**config.mk**
```make
export PLATFORM = sky130hd
export DESIGN_NAME = reorder_queue
export DESIGN_NICKNAME = d
export VERILOG_FILES = /design/src/rtl/reorder_queue_pkg.sv /design/src/rtl/reorder_queue_ptr.sv /design/src/rtl/reorder_queue.sv
export SDC_FILE = /design/constraint.sdc
export NUM_CORES = 2
export LEC_CHECK = 0
export ABC_AREA = 0
export CORE_ASPECT_RATIO = 0.9
export CORE_MARGIN = 8
export CORE_UTILIZATION = 55
export CTS_BUF_LIST = sky130_fd_sc_hd__clkbuf_8
export DETAILED_ROUTE_END_ITERATION = 6
export DONT_BUFFER_PORTS = 1
export GPL_TIMING_DRIVEN = 0
export HOLD_SLACK_MARGIN = 0.03
export PLACE_DENSITY = 0.67
export SLEW_MARGIN = 25
export SYNTH_ARGS = -nofsm -noshare
export SYNTH_HDL_FRONTEND = slang
export SYNTH_SLANG_ARGS = --single-unit
```
**constraint.sdc**
```tcl
create_clock -name clk -period 8.8 [get_ports clk]
set_input_delay 1.32 -clock clk [delete_from_list [all_inputs] [get_ports clk]]
set_output_delay 1.32 -clock clk [all_outputs]
set_load 0.005 [all_outputs]
```
**src/rtl/reorder_queue_pkg.sv**
```systemverilog
// Shared types and constants for the reorder queue: reserved tags, jump-bit
// encodings and the per-slot entry record.
package reorder_queue_pkg;

    localparam int unsigned TAG_NONE  = 0;
    localparam int unsigned TAG_FIRST = 1;

    localparam int unsigned RQ_REG_W  = 5;
    localparam int unsigned RQ_DATA_W = 32;
    localparam int unsigned RQ_ADDR_W = 32;

    localparam logic JMP_NT = 1'b0;
    localparam logic JMP_T  = 1'b1;

    typedef struct packed {
        logic                 occupied;
        logic                 done;
        logic                 store;
        logic [RQ_REG_W-1:0]  regnm;
        logic [RQ_DATA_W-1:0] dt;
        logic                 pd;
        logic                 ac;
        logic [RQ_ADDR_W-1:0] j_pc;
    } rq_entry_t;

endpackage

```
**src/rtl/reorder_queue_ptr.sv**
```systemverilog
// Wrapping slot pointer for the reorder queue: counts 1..DEPTH-1 and never
// lands on the reserved tag 0.
module rq_ptr
    import reorder_queue_pkg::*;
#(
    parameter int unsigned DEPTH = 32,
    parameter int unsigned TAG_W = $clog2(DEPTH)
) (
    input  logic             i_clk,
    input  logic             i_rst,
    input  logic             i_en,
    input  logic             i_clear,
    input  logic             i_inc,
    output logic [TAG_W-1:0] o_ptr
);

    logic [TAG_W-1:0] r_ptr;

    always_ff @(posedge i_clk) begin
        if (!i_rst) begin
            r_ptr <= TAG_W'(TAG_FIRST);
        end else if (i_en) begin
            if (i_clear) begin
                r_ptr <= TAG_W'(TAG_FIRST);
            end else if (i_inc) begin
                r_ptr <= (r_ptr == TAG_W'(DEPTH - 1)) ? TAG_W'(TAG_FIRST)
                                                       : r_ptr + TAG_W'(1);
            end
        end
    end

    assign o_ptr = r_ptr;

endmodule

```
**src/rtl/reorder_queue.sv**
```systemverilog
// In-order commit queue for out-of-order writebacks, with store handshake and
// mispredict flush. Optional query read ports are enabled by ROB_QUERY_EN.
module reorder_queue
    import reorder_queue_pkg::*;
#(
    parameter int unsigned DEPTH  = 32,
    parameter int unsigned TAG_W  = $clog2(DEPTH),
    parameter int unsigned REG_W  = RQ_REG_W,
    parameter int unsigned DATA_W = RQ_DATA_W,
    parameter int unsigned ADDR_W = RQ_ADDR_W
) (
    input  logic              clk,
    input  logic              rst,
    input  logic              rdy,
    output logic              full,
    input  logic              alloc_en,
    input  logic [REG_W-1:0]  alloc_regnm,
    input  logic              alloc_store,
    input  logic              alloc_pd,
    output logic              alloc_ok,
    output logic [TAG_W-1:0]  alloc_tag,
    input  logic              ex_en,
    input  logic [TAG_W-1:0]  ex_tag,
    input  logic [DATA_W-1:0] ex_dt,
    input  logic              ex_ac,
    input  logic [ADDR_W-1:0] ex_j_pc,
    input  logic              lsb_en,
    input  logic [TAG_W-1:0]  lsb_tag,
    input  logic [DATA_W-1:0] lsb_dt,
    output logic              st_req,
    output logic [TAG_W-1:0]  st_tag,
    input  logic              st_ack,
    output logic              rf_en,
    output logic [REG_W-1:0]  rf_regnm,
    output logic [DATA_W-1:0] rf_dt,
    output logic [TAG_W-1:0]  rf_tag,
    output logic              clr,
    output logic [ADDR_W-1:0] clr_pc,
    output logic [TAG_W-1:0]  count
`ifdef ROB_QUERY_EN
    ,
    input  logic [TAG_W-1:0]  q0_tag,
    output logic              q0_rdy,
    output logic [DATA_W-1:0] q0_dt,
    input  logic [TAG_W-1:0]  q1_tag,
    output logic              q1_rdy,
    output logic [DATA_W-1:0] q1_dt
`endif
);

    rq_entry_t         r_slots [DEPTH];
    logic [TAG_W-1:0]  r_count;
    logic              r_full;
    logic              r_rf_en;
    logic [REG_W-1:0]  r_rf_regnm;
    logic [DATA_W-1:0] r_rf_dt;
    logic [TAG_W-1:0]  r_rf_tag;
    logic              r_clr;
    logic [ADDR_W-1:0] r_clr_pc;

    logic [TAG_W-1:0]  w_head;
    logic [TAG_W-1:0]  w_tail;
    rq_entry_t         w_head_e;
    logic              w_run;
    logic              w_commit_alu;
    logic              w_commit_st;
    logic              w_commit;
    logic              w_mispred;
    logic              w_ex_hit;
    logic              w_lsb_hit;
    logic [TAG_W-1:0]  w_count_nxt;

    rq_ptr #(.DEPTH(DEPTH), .TAG_W(TAG_W)) u_head (
        .i_clk(clk), .i_rst(rst), .i_en(rdy), .i_clear(r_clr),
        .i_inc(w_commit), .o_ptr(w_head)
    );

    rq_ptr #(.DEPTH(DEPTH), .TAG_W(TAG_W)) u_tail (
        .i_clk(clk), .i_rst(rst), .i_en(rdy), .i_clear(r_clr),
        .i_inc(alloc_ok), .o_ptr(w_tail)
    );

    // A pending flush blocks every other state change for its one cycle.
    assign w_head_e     = r_slots[w_head];
    assign w_run        = rdy & ~r_clr;
    assign w_commit_alu = w_run & w_head_e.occupied & ~w_head_e.store & w_head_e.done;
    assign w_commit_st  = w_run & w_head_e.occupied & w_head_e.store & st_ack;
    assign w_commit     = w_commit_alu | w_commit_st;
    assign w_mispred    = w_commit_alu & ((w_head_e.ac == JMP_T) ^ (w_head_e.pd == JMP_T));

    assign alloc_ok  = alloc_en & rdy & rst & ~r_full & ~r_clr;
    assign alloc_tag = w_tail;

    assign w_ex_hit  = ex_en & (ex_tag != TAG_W'(TAG_NONE)) & r_slots[ex_tag].occupied;
    assign w_lsb_hit = lsb_en & (lsb_tag != TAG_W'(TAG_NONE)) & r_slots[lsb_tag].occupied
                     & ~(ex_en & (ex_tag == lsb_tag));

    assign w_count_nxt = r_count + TAG_W'(alloc_ok) - TAG_W'(w_commit);

    always_ff @(posedge clk) begin
        if (!rst) begin
            for (int i = 0; i < int'(DEPTH); i++) begin
                r_slots[i].occupied <= 1'b0;
                r_slots[i].done     <= 1'b0;
            end
            r_count    <= '0;
            r_full     <= 1'b0;
            r_rf_en    <= 1'b0;
            r_rf_regnm <= '0;
            r_rf_dt    <= '0;
            r_rf_tag   <= '0;
            r_clr      <= 1'b0;
            r_clr_pc   <= '0;
        end else if (rdy) begin
            if (r_clr) begin
                for (int i = 0; i < int'(DEPTH); i++) begin
                    r_slots[i].occupied <= 1'b0;
                end
                r_count <= '0;
                r_full  <= 1'b0;
                r_rf_en <= 1'b0;
                r_clr   <= 1'b0;
            end else begin
                if (alloc_ok) begin
                    r_slots[w_tail] <= '{occupied: 1'b1, done: 1'b0, store: alloc_store,
                                         regnm: RQ_REG_W'(alloc_regnm), dt: '0,
                                         pd: alloc_pd, ac: JMP_NT, j_pc: '0};
                end
                if (w_ex_hit) begin
                    r_slots[ex_tag].done <= 1'b1;
                    r_slots[ex_tag].dt   <= RQ_DATA_W'(ex_dt);
                    r_slots[ex_tag].ac   <= ex_ac;
                    r_slots[ex_tag].j_pc <= RQ_ADDR_W'(ex_j_pc);
                end
                if (w_lsb_hit) begin
                    r_slots[lsb_tag].done <= 1'b1;
                    r_slots[lsb_tag].dt   <= RQ_DATA_W'(lsb_dt);
                end
                if (w_commit) begin
                    r_slots[w_head].occupied <= 1'b0;
                end
                r_rf_en <= w_commit_alu & (w_head_e.regnm != '0);
                if (w_commit_alu) begin
                    r_rf_regnm <= REG_W'(w_head_e.regnm);
                    r_rf_dt    <= DATA_W'(w_head_e.dt);
                    r_rf_tag   <= w_head;
                end
                r_clr <= w_mispred;
                if (w_mispred) begin
                    r_clr_pc <= ADDR_W'(w_head_e.j_pc);
                end
                r_count <= w_count_nxt;
                r_full  <= (w_count_nxt == TAG_W'(DEPTH - 1));
            end
        end
    end

    // Pulses are held while rdy is low and only shown once rdy returns.
    assign rf_en    = r_rf_en & rdy;
    assign clr      = r_clr & rdy;
    assign st_req   = w_run & w_head_e.occupied & w_head_e.store;
    assign st_tag   = st_req ? w_head : '0;
    assign rf_regnm = r_rf_regnm;
    assign rf_dt    = r_rf_dt;
    assign rf_tag   = r_rf_tag;
    assign clr_pc   = r_clr_pc;
    assign count    = r_count;
    assign full     = r_full;

`ifdef ROB_QUERY_EN
    // Returns {ready, data} for a tag, forwarding this cycle's writeback.
    function automatic logic [DATA_W:0] rq_query(input logic [TAG_W-1:0] tag);
        logic [DATA_W:0] res;
        res = {r_slots[tag].occupied & r_slots[tag].done, DATA_W'(r_slots[tag].dt)};
        if ((tag != TAG_W'(TAG_NONE)) && r_slots[tag].occupied && w_run) begin
            if (ex_en && (ex_tag == tag)) begin
                res = {1'b1, ex_dt};
            end else if (lsb_en && (lsb_tag == tag)) begin
                res = {1'b1, lsb_dt};
            end
        end
        return res;
    endfunction

    assign {q0_rdy, q0_dt} = rq_query(q0_tag);
    assign {q1_rdy, q1_dt} = rq_query(q1_tag);
`endif

endmodule

```
Word level (Yosys, flattened, before mapping) --
Memory sizes are Yosys's and may differ from the RTL's. A register that Yosys moved wholly into a read port is not among the register bits. Index checks and enable logic that the tools add are counted.
Storage, ports and cells: output and inout port bits 94, RAM bits 2368, word-level logic and storage cells 172, memories kept 1, bits of input ports 121, bits in registers 92
Cells by class: eq/ne operators 4, bitwise operators 58, muxes and demuxes 82, add/subtract/negate cells 4, reductions and logical operators 13
Memory list:
- r_slots | words 32, bits a word 74, read ports 3, clocked after Yosys merged registers in 1, write ports 32, RTL line reorder_queue.sv:51 | rq_entry_t r_slots [DEPTH];
Operators with widths (number):
- $mux 74 | 4
- $reduce_or 74->1 | 4
- $mux 5 | 14
- $mux 1 | 60
- $or 1x1->1 | 33
- $and 1x1->1 | 20
- $eq 5x5->1 const B | 3
- $reduce_bool 5->1 | 3
- $add 5x1->5 const B | 2
- $mux 4 | 2
- $mux 3 | 2
- $reduce_and 3->1 | 2
- $add 5x1->5 | 1
- $eq 5x5->1 | 1
- $sub 5x1->5 | 1
- $not 1->1 | 4
- $reduce_and 2->1 | 2
- $reduce_bool 2->1 | 2
- $xor 1x1->1 | 1

Depth between registers and ports, before layout --
depth in word-level cells 13, mapped depth 19, gate-level depth less buffers 16

Modules after synthesis --
Synthesis repeated with hierarchy kept, for this count alone.
Second synthesis, totals: cell total of the unflattened synthesis 8224, area, all modules 110582.3 um^2
Modules (own cells, without submodules):
- reorder_queue | seq. area each 72109.2 um^2, cells an instance 8170, instances 1, area an instance 110081.8 um^2
- rq_ptr | seq. area each 100.1 um^2, cells an instance 27, instances 2, area an instance 250.2 um^2

Worst setup path after synthesis --
Ideal clock, no wire load.
path kind input to register, start point input ex_tag[1], end point memory r_slots[23][34] (netlist bit), enable pin, arrival time 5846 ps, library setup time 375 ps, setup slack 2579 ps, path buffers 2, data required time 8425 ps, cell stages on the path 9, cells stage by stage buf_1 mux4_2 a32oi_1 nand4_1 and4_1 nand3_1 clkbuf_1 o21ai_0 or2_2
RTL lines:
- from (decl) | RTL line reorder_queue.sv:23 | input logic [TAG_W-1:0] ex_tag,
- to (decl) | RTL line reorder_queue.sv:51

==> impl_metrics.json <==
{
  "drtPass1Iterations": 7,
  "synth-seq-cells": 2465,
  "pre_cts_ws_ns": 2.46,
  "finalCriticalPeriod_ns": 5.92,
  "rr_worst_depth": 10,
  "gp_congestion": 0.985,
  "num_vias": 80400,
  "drc_errors": 162,
  "ir_worst_vdd_v": 0.000172,
  "slew_headroom": 0.0150,
  "synth_flop_cell": "edfxtp_1",
  "fin_ws_ns": 2.88,
  "grt_usage": 0.391,
  "synth_area_leaders": "edfxtp_1, mux4_2, a22o_1",
  "setup_viol": 0,
  "violations": "design-rule violations",
  "core-area_mm2": 0.208,
  "grt_start_max_net_pins": 33,
  "root_buffer": "clkbuf_8",
  "synthCells": 7150,
  "clock_sinks": 2465,
  "post-route-period-util": 0.673,
  "yosysTopAreaCell": "edfxtp_1",
  "worstSetupPathType": "reg -> reg",
  "grt_util_met3": 0.193,
  "clockBufferDepth": 4,
  "final_hold_viol_count": 0,
  "grt_use_met2": 0.538,
  "tightest_slew_ns": 1.47,
  "drive_gt1_frac": 0.222,
  "cts_tree": "done",
  "grt_pass1_wl_um": 609000,
  "grt_busiest_layer": "met2",
  "reg2reg_from": "r_clr",
  "nNetsFinal": 7889,
  "syn_avg_cell_area_um2": 16.0,
  "cts_resized": 0,
  "startpoint": "r_clr",
  "holdBufCountCts": 0,
  "syn_to_final_growth_pct": 13.2,
  "final_util": 0.624,
  "worstPathMaxFanout": 32,
  "yosysUniqueCellTypes": 66,
  "synth_area_mm2": 0.115,
  "die_y_um": 449,
  "cp-endpoint": "r_slots[29][38]",
  "grt_use_met1": 0.506,
  "hold_path_class": "in -> reg",
  "rsz0062_at_grt": "false",
  "htree_levels": 5,
  "status": "finished, violations left",
  "netlist_top_cells_count": "edfxtp_1, and2_1, a22o_1",
  "grt-ovfl-total": 0,
  "drtAntennaViolNets": 0,
  "stdcell_count": 10900,
  "clkTransAtPathRegs_ns": 0.06,
  "dp.cells": 10100,
  "io-pin-count": 215,
  "required_ns": 9.54,
  "yosysMostFrequentCell": "edfxtp_1",
  "p_per_area_mw_per_mm2": 180,
  "critPathLaunchType": "flip-flop",
  "routed_wl_um": 452000,
  "yosys_warnings": 0,
  "synth_edf_count": 2304,
  "post-cts-setup-buffers": 0,
  "cp-end-kind": "flip-flop",
  "clkLatencyLatePin_ns": 1.17,
  "whs_ns": 0.353,
  "yosysTopAreaCellShare": 0.604,
  "antenna_found_initial": 48,
  "r2r-end": "r_slots[29][38]",
  "port_buffers": 0,
  "fp-row-count": 159,
  "grt_pass1_vias": 76600,
  "die_area_mm2": 0.223,
  "critPathArrivalTime_ns": 6.66,
  "synth_seq_area_share": 0.632,
  "clock.fmax_mhz": 169,
  "wire_per_inst_um": 41.5,
  "start_util": 0.551,
  "ys_async_sr_fraction": 0,
  "ff2ff_setup_slack_ns": 2.88,
  "die_w_um": 497,
  "clock_skew_ns": 0.0895,
  "drt-vias-per-instance": 7.40,
  "leakagePower_nw": 42.4,
  "slew_viol_final": 0,
  "hpwl_um": 311000,
  "cts_buffers": 415,
  "drt_iter0_drc": 15000,
  "cap_viol_max_count": 0,
  "finalPower_w": 0.0234
}
layout by cell type (no fill, tap or decap), types with 34 or more instances in the layout:
cell type	count
and3_1	230
clkbuf_2	82
inv_1	172
mux4_2	742
clkbuf_8	451
clkinv_1	87
buf_16	79
nand2_1	125
conb_1	65
clkbuf_1	614
nor2_1	72
a21oi_1	34
dfxtp_1	161
diode_2	64
mux2i_1	82
o211a_1	38
a22o_1	997
edfxtp_1	2304
and2_1	1041
clkinv_2	55
buf_2	173
logic make-up (layout without fill, tap and decap cells):
kind of cell             Yosys count  after routing  synth area share
flip-flops                      2465           2465             0.632
AND/OR/NAND/NOR                 1627           1627            0.0842
AO/OA/AOI/OAI                   1242           1242            0.0930
buffers and inverters            961           1820            0.0343
multiplexers                     828            828             0.154
adder cells (fa/ha/maj)           16             16           0.00181
XOR/XNOR                          10             10          0.000765
other                              1            129         0.0000327
worst max-delay path, stage by stage (launching register included):
cell and delay (ns):
dfxtp_1 0.45, nor2b_1 0.78, nand2_1 0.53, nor3b_2 0.80, buf_4 0.32, buf_2 0.17
and2_1 0.14, clkbuf_1 0.59, nand2_1 0.37, o21ai_4 0.38, or2_4 0.81
worst min-delay path by stage:
stage                    from              end  slack, ns  depth (start not counted)
6_report           ex_j_pc[2]   r_slots[31][2]       0.35                          1
5_1_grt           ex_j_pc[11]  r_slots[31][11]       0.36                          1
4_1_cts           ex_j_pc[11]  r_slots[31][11]       0.33                          1
3_5_place_dp   r_slots[0][72]   r_slots[0][72]       0.43                          2
3_3_place_gp   r_slots[0][72]   r_slots[0][72]       0.43                          2
2_1_floorplan  r_slots[0][72]   r_slots[0][72]       0.42                          2
routing by layer:
metal	vias up	routed length [um]
li1	29700	-
met1	40300	152000
met2	8538	184000
met3	1940	83100
met4	16	32300
met5	-	292
state kept, by name, indices dropped and copies added, names as in the netlist, named ones only:
| register | flops |
|---|---|
| rf_regnm | 5 |
| clr_pc | 32 |
| r_slots | 2368 |
| count | 5 |
| rf_dt | 32 |
| rf_tag | 5 |
| r_rf_en | 1 |
| u_tail.o_ptr | 5 |
| full | 1 |
| u_head.o_ptr | 5 |
| r_clr | 1 |
area by class of cell:
type                       count  area [um2]
clock inverter               287        1460
sequential                  2465       72400
timing repair buffer         121        2900
multi-input combinational   3788       39000
clock buffer                 451        6210
inverter                      45         169
tap                         2737        3420
buffer                       916        3880
antenna                       64         160
fill                       15300       78100
power by group:
group	switching (W)	total [W]	internal, W
clock	0.00489	0.00990	0.00501
sequential	0.0000102	0.0127	0.0126
combinational	0.000590	0.000810	0.000221
total	0.00549	0.0234	0.0179
metrics by stage:
stage          TNS [ns]  instance area [um2]
4_1_cts               0               129000
3_3_place_gp   -2978.70               118000
6_report              0               130000
2_1_floorplan         0               115000
3_5_place_dp          0               122000
5_1_grt               0               129000
Note: power is estimated with default switching activity, not from simulation.
